$ cat config.mk
export PLATFORM = sky130hd
export DESIGN_NAME = condicionador_botoes
export DESIGN_NICKNAME = d
export VERILOG_FILES = /design/src/rtl/condicionador_botoes.sv
export SDC_FILE = /design/constraint.sdc
export NUM_CORES = 1
export LEC_CHECK = 0
export ABC_AREA = 1
export BUFFER_PORTS_ARGS = -buffer_cell sky130_fd_sc_hd__clkbuf_2
export CAP_MARGIN = 0
export CORE_ASPECT_RATIO = 2
export CORE_MARGIN = 2
export CORE_UTILIZATION = 40
export DETAILED_ROUTE_END_ITERATION = 16
export PLACE_DENSITY = 0.61
export SETUP_SLACK_MARGIN = 0.2
export SYNTH_ARGS = -nofsm -noshare
export SYNTH_HDL_FRONTEND = slang
export SYNTH_SLANG_ARGS = --single-unit
$ cat constraint.sdc
create_clock -name clock -period 4.32 [get_ports clock]
set_input_delay 0.648 -clock clock [delete_from_list [all_inputs] [get_ports clock]]
set_output_delay 0.648 -clock clock [all_outputs]
set_load 0.03 [all_outputs]
$ cat src/rtl/condicionador_botoes.sv
// Button conditioner: per-input 2-flop synchronizer and counter debouncer, plus
// a press-classification FSM producing a clean one-hot play code and strobes.
module condicionador_botoes #(
  parameter int DEBOUNCE_CYCLES = 50000
) (
  input  logic       clock,
  input  logic       reset,
  input  logic [3:0] botoes_in,
  input  logic       jogar_in,
  output logic [3:0] botoes,
  output logic       jogada_pulso,
  output logic       jogar,
  output logic       db_multiplo,
  output logic [1:0] db_estado
);

  localparam int CW = $clog2(DEBOUNCE_CYCLES + 1);
  localparam logic [CW-1:0] CNT_LAST = CW'(DEBOUNCE_CYCLES - 1);

  localparam logic [1:0] REPOUSO  = 2'd0;
  localparam logic [1:0] PRESO    = 2'd1;
  localparam logic [1:0] INVALIDO = 2'd2;

  logic [4:0] raw;
  logic [4:0] level;

  assign raw = {jogar_in, botoes_in};

  generate
    for (genvar gi = 0; gi < 5; gi++) begin : g_db
      logic          s1_q, s2_q, lvl_q;
      logic [CW-1:0] cnt_q;

      // The level flips on the cycle the disagreement count would reach DEBOUNCE_CYCLES.
      always_ff @(posedge clock or posedge reset) begin
        if (reset) begin
          s1_q  <= 1'b0;
          s2_q  <= 1'b0;
          lvl_q <= 1'b0;
          cnt_q <= '0;
        end else begin
          s1_q <= raw[gi];
          s2_q <= s1_q;
          if (s2_q == lvl_q) begin
            cnt_q <= '0;
          end else if (cnt_q == CNT_LAST) begin
            lvl_q <= s2_q;
            cnt_q <= '0;
          end else begin
            cnt_q <= cnt_q + 1'b1;
          end
        end
      end

      assign level[gi] = lvl_q;
    end
  endgenerate

  logic [3:0] d;
  logic       d_one_hot;
  logic [1:0] state_q, state_d;
  logic [3:0] botoes_q, botoes_d;
  logic       pulso_q, pulso_d;
  logic       mult_q;
  logic       jogar_q, jogar_prev_q;

  assign d         = level[3:0];
  assign d_one_hot = (d != 4'd0) && ((d & 4'(d - 4'd1)) == 4'd0);

  always_comb begin
    state_d  = state_q;
    botoes_d = botoes_q;
    pulso_d  = 1'b0;
    case (state_q)
      REPOUSO: begin
        botoes_d = 4'd0;
        if (d_one_hot) begin
          state_d  = PRESO;
          botoes_d = d;
          pulso_d  = 1'b1;
        end else if (d != 4'd0) begin
          state_d = INVALIDO;
        end
      end
      PRESO: begin
        // Extra buttons while held are ignored; only full release ends the press.
        if (d == 4'd0) begin
          state_d  = REPOUSO;
          botoes_d = 4'd0;
        end
      end
      INVALIDO: begin
        botoes_d = 4'd0;
        if (d == 4'd0) state_d = REPOUSO;
      end
      default: begin
        state_d  = REPOUSO;
        botoes_d = 4'd0;
      end
    endcase
  end

  always_ff @(posedge clock or posedge reset) begin
    if (reset) begin
      state_q      <= REPOUSO;
      botoes_q     <= 4'd0;
      pulso_q      <= 1'b0;
      mult_q       <= 1'b0;
      jogar_q      <= 1'b0;
      jogar_prev_q <= 1'b0;
    end else begin
      state_q      <= state_d;
      botoes_q     <= botoes_d;
      pulso_q      <= pulso_d;
      mult_q       <= (state_d == INVALIDO);
      jogar_prev_q <= level[4];
      jogar_q      <= level[4] & ~jogar_prev_q;
    end
  end

  assign botoes       = botoes_q;
  assign jogada_pulso = pulso_q;
  assign jogar        = jogar_q;
  assign db_multiplo  = mult_q;
  assign db_estado    = state_q;

endmodule
# Yosys cells after proc, flatten, opt, wreduce, memory -nomap -nowiden
# Cells that the tools add are included.
# totals
ff_bits	105
inputBits	7
word_cells	84
out_inout_bits	9
# classes
n_reduce_logical	11
eq_ne	14
bitwise_logic	8
mux	19
n_addsub	6
# ops
operator	count
16-bit two-way mux	10
16-bit by 1-bit adder with 16-bit output (second input constant)	5
16-bit == test (second input constant)	5
2-bit AND reduction	5
4-bit logical NOT	2
4-bit two-way mux	2
4-bit one-hot mux with 2 select lines	1
2-bit two-way mux	3
1-bit NOT	6
1-bit == test	5
4-bit bitwise AND	1
2-bit == test (second input constant)	2
2-bit one-hot mux with 2 select lines	1
4-bit nonzero test	1
4-bit by 1-bit subtractor with 4-bit output (second input constant)	1
2-bit by 1-bit == test with 1-bit output (second input constant)	1
2-bit logical NOT	1
1-bit two-way mux	2
2-bit inequality test (second input constant)	1
2-bit OR reduction	1
1-bit bitwise AND	1
1-bit logical AND	1

# Logic depth before layout (Yosys ltp)
# depth
depth_word	7
mapped_depth	9
ltp_nobuf	9

# Worst setup path before layout
# OpenSTA, ideal clock, no wires.
# synth_timing
path_kind	register to register
from	register state_q[1], in the netlist db_estado[1]
to	register mult_q, in the netlist db_multiplo
path_buffers	0
stages_incl_launch_ff	8
setup_ns	0.071
period_less_slack_ns	1.344
required_ns	4.249
arrival_time_ns	1.273
slack_ns	2.976
path_cell_list	dfrtp_1 -> inv_1 -> ha_1 -> inv_1 -> nand2_1 -> o211ai_1 -> nand2_1 -> nor2_1
# synth_between
elab_chain_cells	4
elab_cells_between_ends	9
classes_between	eq/ne (3); mux (4); reduce/logical (2)
# synth_rtl
element	line	source
start, declared	61	logic [1:0] state_q, state_d;
start signal, assigned	112	state_q <= state_d;
2-bit == test (tied with other cells)	74	case (state_q)
2-bit OR reduction (no source line) / 2-bit two-way mux (equally long branches)	--	
2-bit one-hot mux with 2 select lines *	74	
2-bit == test *	115	mult_q <= (state_d == INVALIDO);
end signal, assigned	115	
end, declared	64	logic mult_q;
# Every way passes the cells marked *; elsewhere a longest branch is shown, timed or not.
# A chain may end at the register's enable or synchronous reset.

# Worst setup path in the final report
# layout_timing
from	register state_q[0], in the netlist db_estado[0]
to	output port db_estado[0]
# layout_lines
element	line	source
end, declared	14	output logic [1:0] db_estado
# No word-level cell between the ends.

==> out/summary.txt <==
Post-synth EDFFs: 0
Port Buffers: 15
final setup violation count: 0
layout cells sized above 1: 8.96%
postcts setup bufs: 0
final RePlAce weighted congestion: 0.969
Top FF cell, synth: dfrtp_1
Comb power frac: 3.2%
critical path data required time: 3.67 ns
first-pass GRT wire length: 19900 um
Tmin final: 1.66 ns
critical path data arrival time: 1.01 ns
Synth Instances: 716
clk root buf: clkbuf_16
Mapped Nets: 731
Clock Pin Slew Worst Setup and Hold Paths: 0.07 ns
final hold slack: 0.349 ns
post-synthesis sequential area ratio: 48.4%
Post-Syn Area: 5430 sq um
die width: 86.4 um
Slew headroom: 30.1%
slowest stage cell, crit path: dfrtp_1
sequential share of power: 50.2%
via/cell ratio: 4.97
hold_sp: g_db[0].s1_q
DR WL/cell: 12.6 um
RSZ-0062 raised after global routing: false
sw power: 413 uW
largest net degree at the start of global routing: 85
endpoints failing hold: 0
Peak VDD IR: 0.285 mV
slowest stage delay, CP: 0.41 ns
post-route ant nets: 0
count of cell types in the netlist: 26
clock network fraction of total power: 46.6%
Remaining DRCs: 0
P per Cell Area: 332 nW/um^2
Hold Buf Count CTS: 0
CTS tree: yes
total of fill cells in the finished design: 1374
async set-or-reset flop fraction in the synthesized netlist: 100%
H-tree depth: 3
die height: 169 um
cells along the critical path: clkbuf_2
period utilisation layout: 38.3%
Critical Path End Type: primary output
I/O Pins: 16
clock buffer count from CTS: 9
DP Wirelength: 8630 um
Max Cap Violations: 0
Switching Share: 20.6%
worst-path maximum fanout: 5
average cell area after synthesis: 7.59 sq um
CTS Buffer Depth: 2
Worst Hold End: g_db[0].s2_q
First-pass DRT Iterations: 4
P_int: 1600 uW
initial drt markers: 276
R2R Path Start: g_db[3].cnt_q[0]
critical path type: flip-flop to primary output
flop-to-flop setup slack: 2.77 ns
clock latency on the worst-skew pair: 0.35 ns
worst clock skew: 0.0120 ns
Final Max Tran Viols: 0
global route overflow: 0
Total Die Area: 14600 sq um
Worst-Margin Slew: 1.05 ns
Core Area: 13400 sq um
most area-consuming cells after synthesis: dfrtp_1 (48%), nand2_1 (12%), nor2_1 (11%)
CP bufs+invs: 1
Layout area overhead: 11.5%
Synth Register Bits: 105
hold depth: 0
cell taking the most area after synthesis: dfrtp_1
FP Rows: 60
crit path launch type: flip-flop
Crit Reg-Reg Endpoint: g_db[3].cnt_q[15]
diodes inserted: 0
Setup Total Neg Slack: 0 ns
Yosys top cell area share: 48.4%
number of global-route vias before repair: 4542
r2r worst-path depth: 8
FMAX: 604 MHz
Total Routing Usage GR: 16.9%
Vias: 4488
leakage power: 0.00281 uW
Starting Density: 40.7%
Largest delay share family, worst path: flip-flops
final wirelength: 11400 um
fin util: 45.3%
Sink Count: 105
Resized cells post-CTS: 0
yosys warns: 0
initial antenna violation count: 0
status: finished, final reports clean
type of the worst min-delay path: flip-flop to flip-flop
final net count: 758
placed cells by master, fill, tap and decap left out, types with 2 or more instances in the layout:
cell type	n
nor3_2	2
nor3_1	14
nand2_1	175
nor2_2	14
nand3_1	43
nor3b_1	8
xnor2_1	4
o21ai_0	15
dfrtp_1	105
clkbuf_16	9
nor2_1	153
o21bai_1	6
a21oi_1	21
bufinv_16	3
clkbuf_2	15
nor2_4	5
nand4_1	12
inv_1	100
nand2_2	8
ha_1	8
xor2_1	14
final cells by class:
class                      instances  area [sq um]  area share, %
clock buffer                      11           243           4.01
tap                              155           194           3.20
inverter                         102           385           6.36
clock inverter                     5           103           1.69
sequential                       105          2630           43.4
timing repair buffer              16          82.6           1.36
multi-input combinational        509          2420           40.0
cell families (layout without fill, tap and decap cells):
logic type	count (synthesis)	after routing	synth area share, %
simple gates	438	438	35.1
flops	105	105	48.4
buf+inv	102	134	7.05
compound gates	44	44	4.49
xor+xnor	19	19	3.20
fa+ha+maj	8	8	1.84
layer usage:
metal / GRT usage (%) / wire length [um] / up-vias / part of all wire, %
li1: - / - / 2266 / -
met1: 17.4 / 4380 / 2114 / 39
met2: 31.7 / 6200 / 73 / 55
met3: 3.22 / 359 / 35 / 3.2
met4: 7.95 / 429 / 0 / 3.8
met5: 0 / 0 / - / 0
sequential cells by signal, indices dropped and copies added (netlist names):
register	cells
botoes	4
db_estado	2
db_multiplo	1
g_db.cnt_q	80
g_db.lvl_q	5
g_db.s1_q	5
g_db.s2_q	5
jogada_pulso	1
jogar	1
jogar_prev_q	1
power groups by stage:
stage | combinational [uW] | sequential (uW) | clock (uW)
5_1_grt | 77.9 | 1010 | 997
3_3_place_gp | 65.5 | 1030 | 0
3_5_place_dp | 67.7 | 1030 | 0
6_report | 64.9 | 1010 | 936
2_1_floorplan | 47.6 | 1030 | 0
4_1_cts | 67.9 | 1010 | 958
stage by stage:
stage / cells / worst slack (ns) / instance area (sq um) / total power (uW)
2_1_floorplan: 716 / 0.911 / 5430 / 1070
3_3_place_gp: 887 / 2.46 / 5710 / 1090
3_5_place_dp: 887 / 2.42 / 5710 / 1100
4_1_cts: 903 / 2.65 / 6060 / 2040
5_1_grt: 903 / 2.61 / 6060 / 2090
6_report: 903 / 2.66 / 6060 / 2010
worst max-delay path by stage:
stage / slack (ns) / start / end / depth (start not counted)
after floorplan: 0.91 / reset / botoes[0] / 1
after global placement: 2.46 / reset / g_db[3].cnt_q[12] / 3
after detailed placement: 2.42 / reset / g_db[3].cnt_q[8] / 3
after CTS: 2.65 / db_estado[0] / db_estado[0] / 1
after global routing: 2.61 / g_db[2].cnt_q[0] / g_db[2].cnt_q[1] / 8
final: 2.66 / db_estado[0] / db_estado[0] / 1
cell usage after synthesis, types with 2 or more instances:
| cell type | n |
|---|---|
| nand4_1 | 12 |
| xor2_1 | 14 |
| nor3b_1 | 8 |
| nor2_2 | 14 |
| dfrtp_1 | 105 |
| inv_1 | 101 |
| nand2_2 | 8 |
| nor3_2 | 2 |
| xnor2_1 | 4 |
| nand2_1 | 175 |
| nor3_1 | 14 |
| nor2_4 | 5 |
| o21bai_1 | 6 |
| a21oi_1 | 21 |
| nand3_1 | 43 |
| ha_1 | 8 |
| o21ai_0 | 15 |
| nor2_1 | 153 |
worst register-to-register path: cells and delay by family, from the launching register on:
family / cells / cell delay, ns
flip-flops: 1 / 0.37
adder cells (fa/ha/maj): 1 / 0.24
AND/OR/NAND/NOR: 6 / 0.74
buffers and inverters: 1 / 0.10
Note: power is estimated with default switching activity, not from simulation.
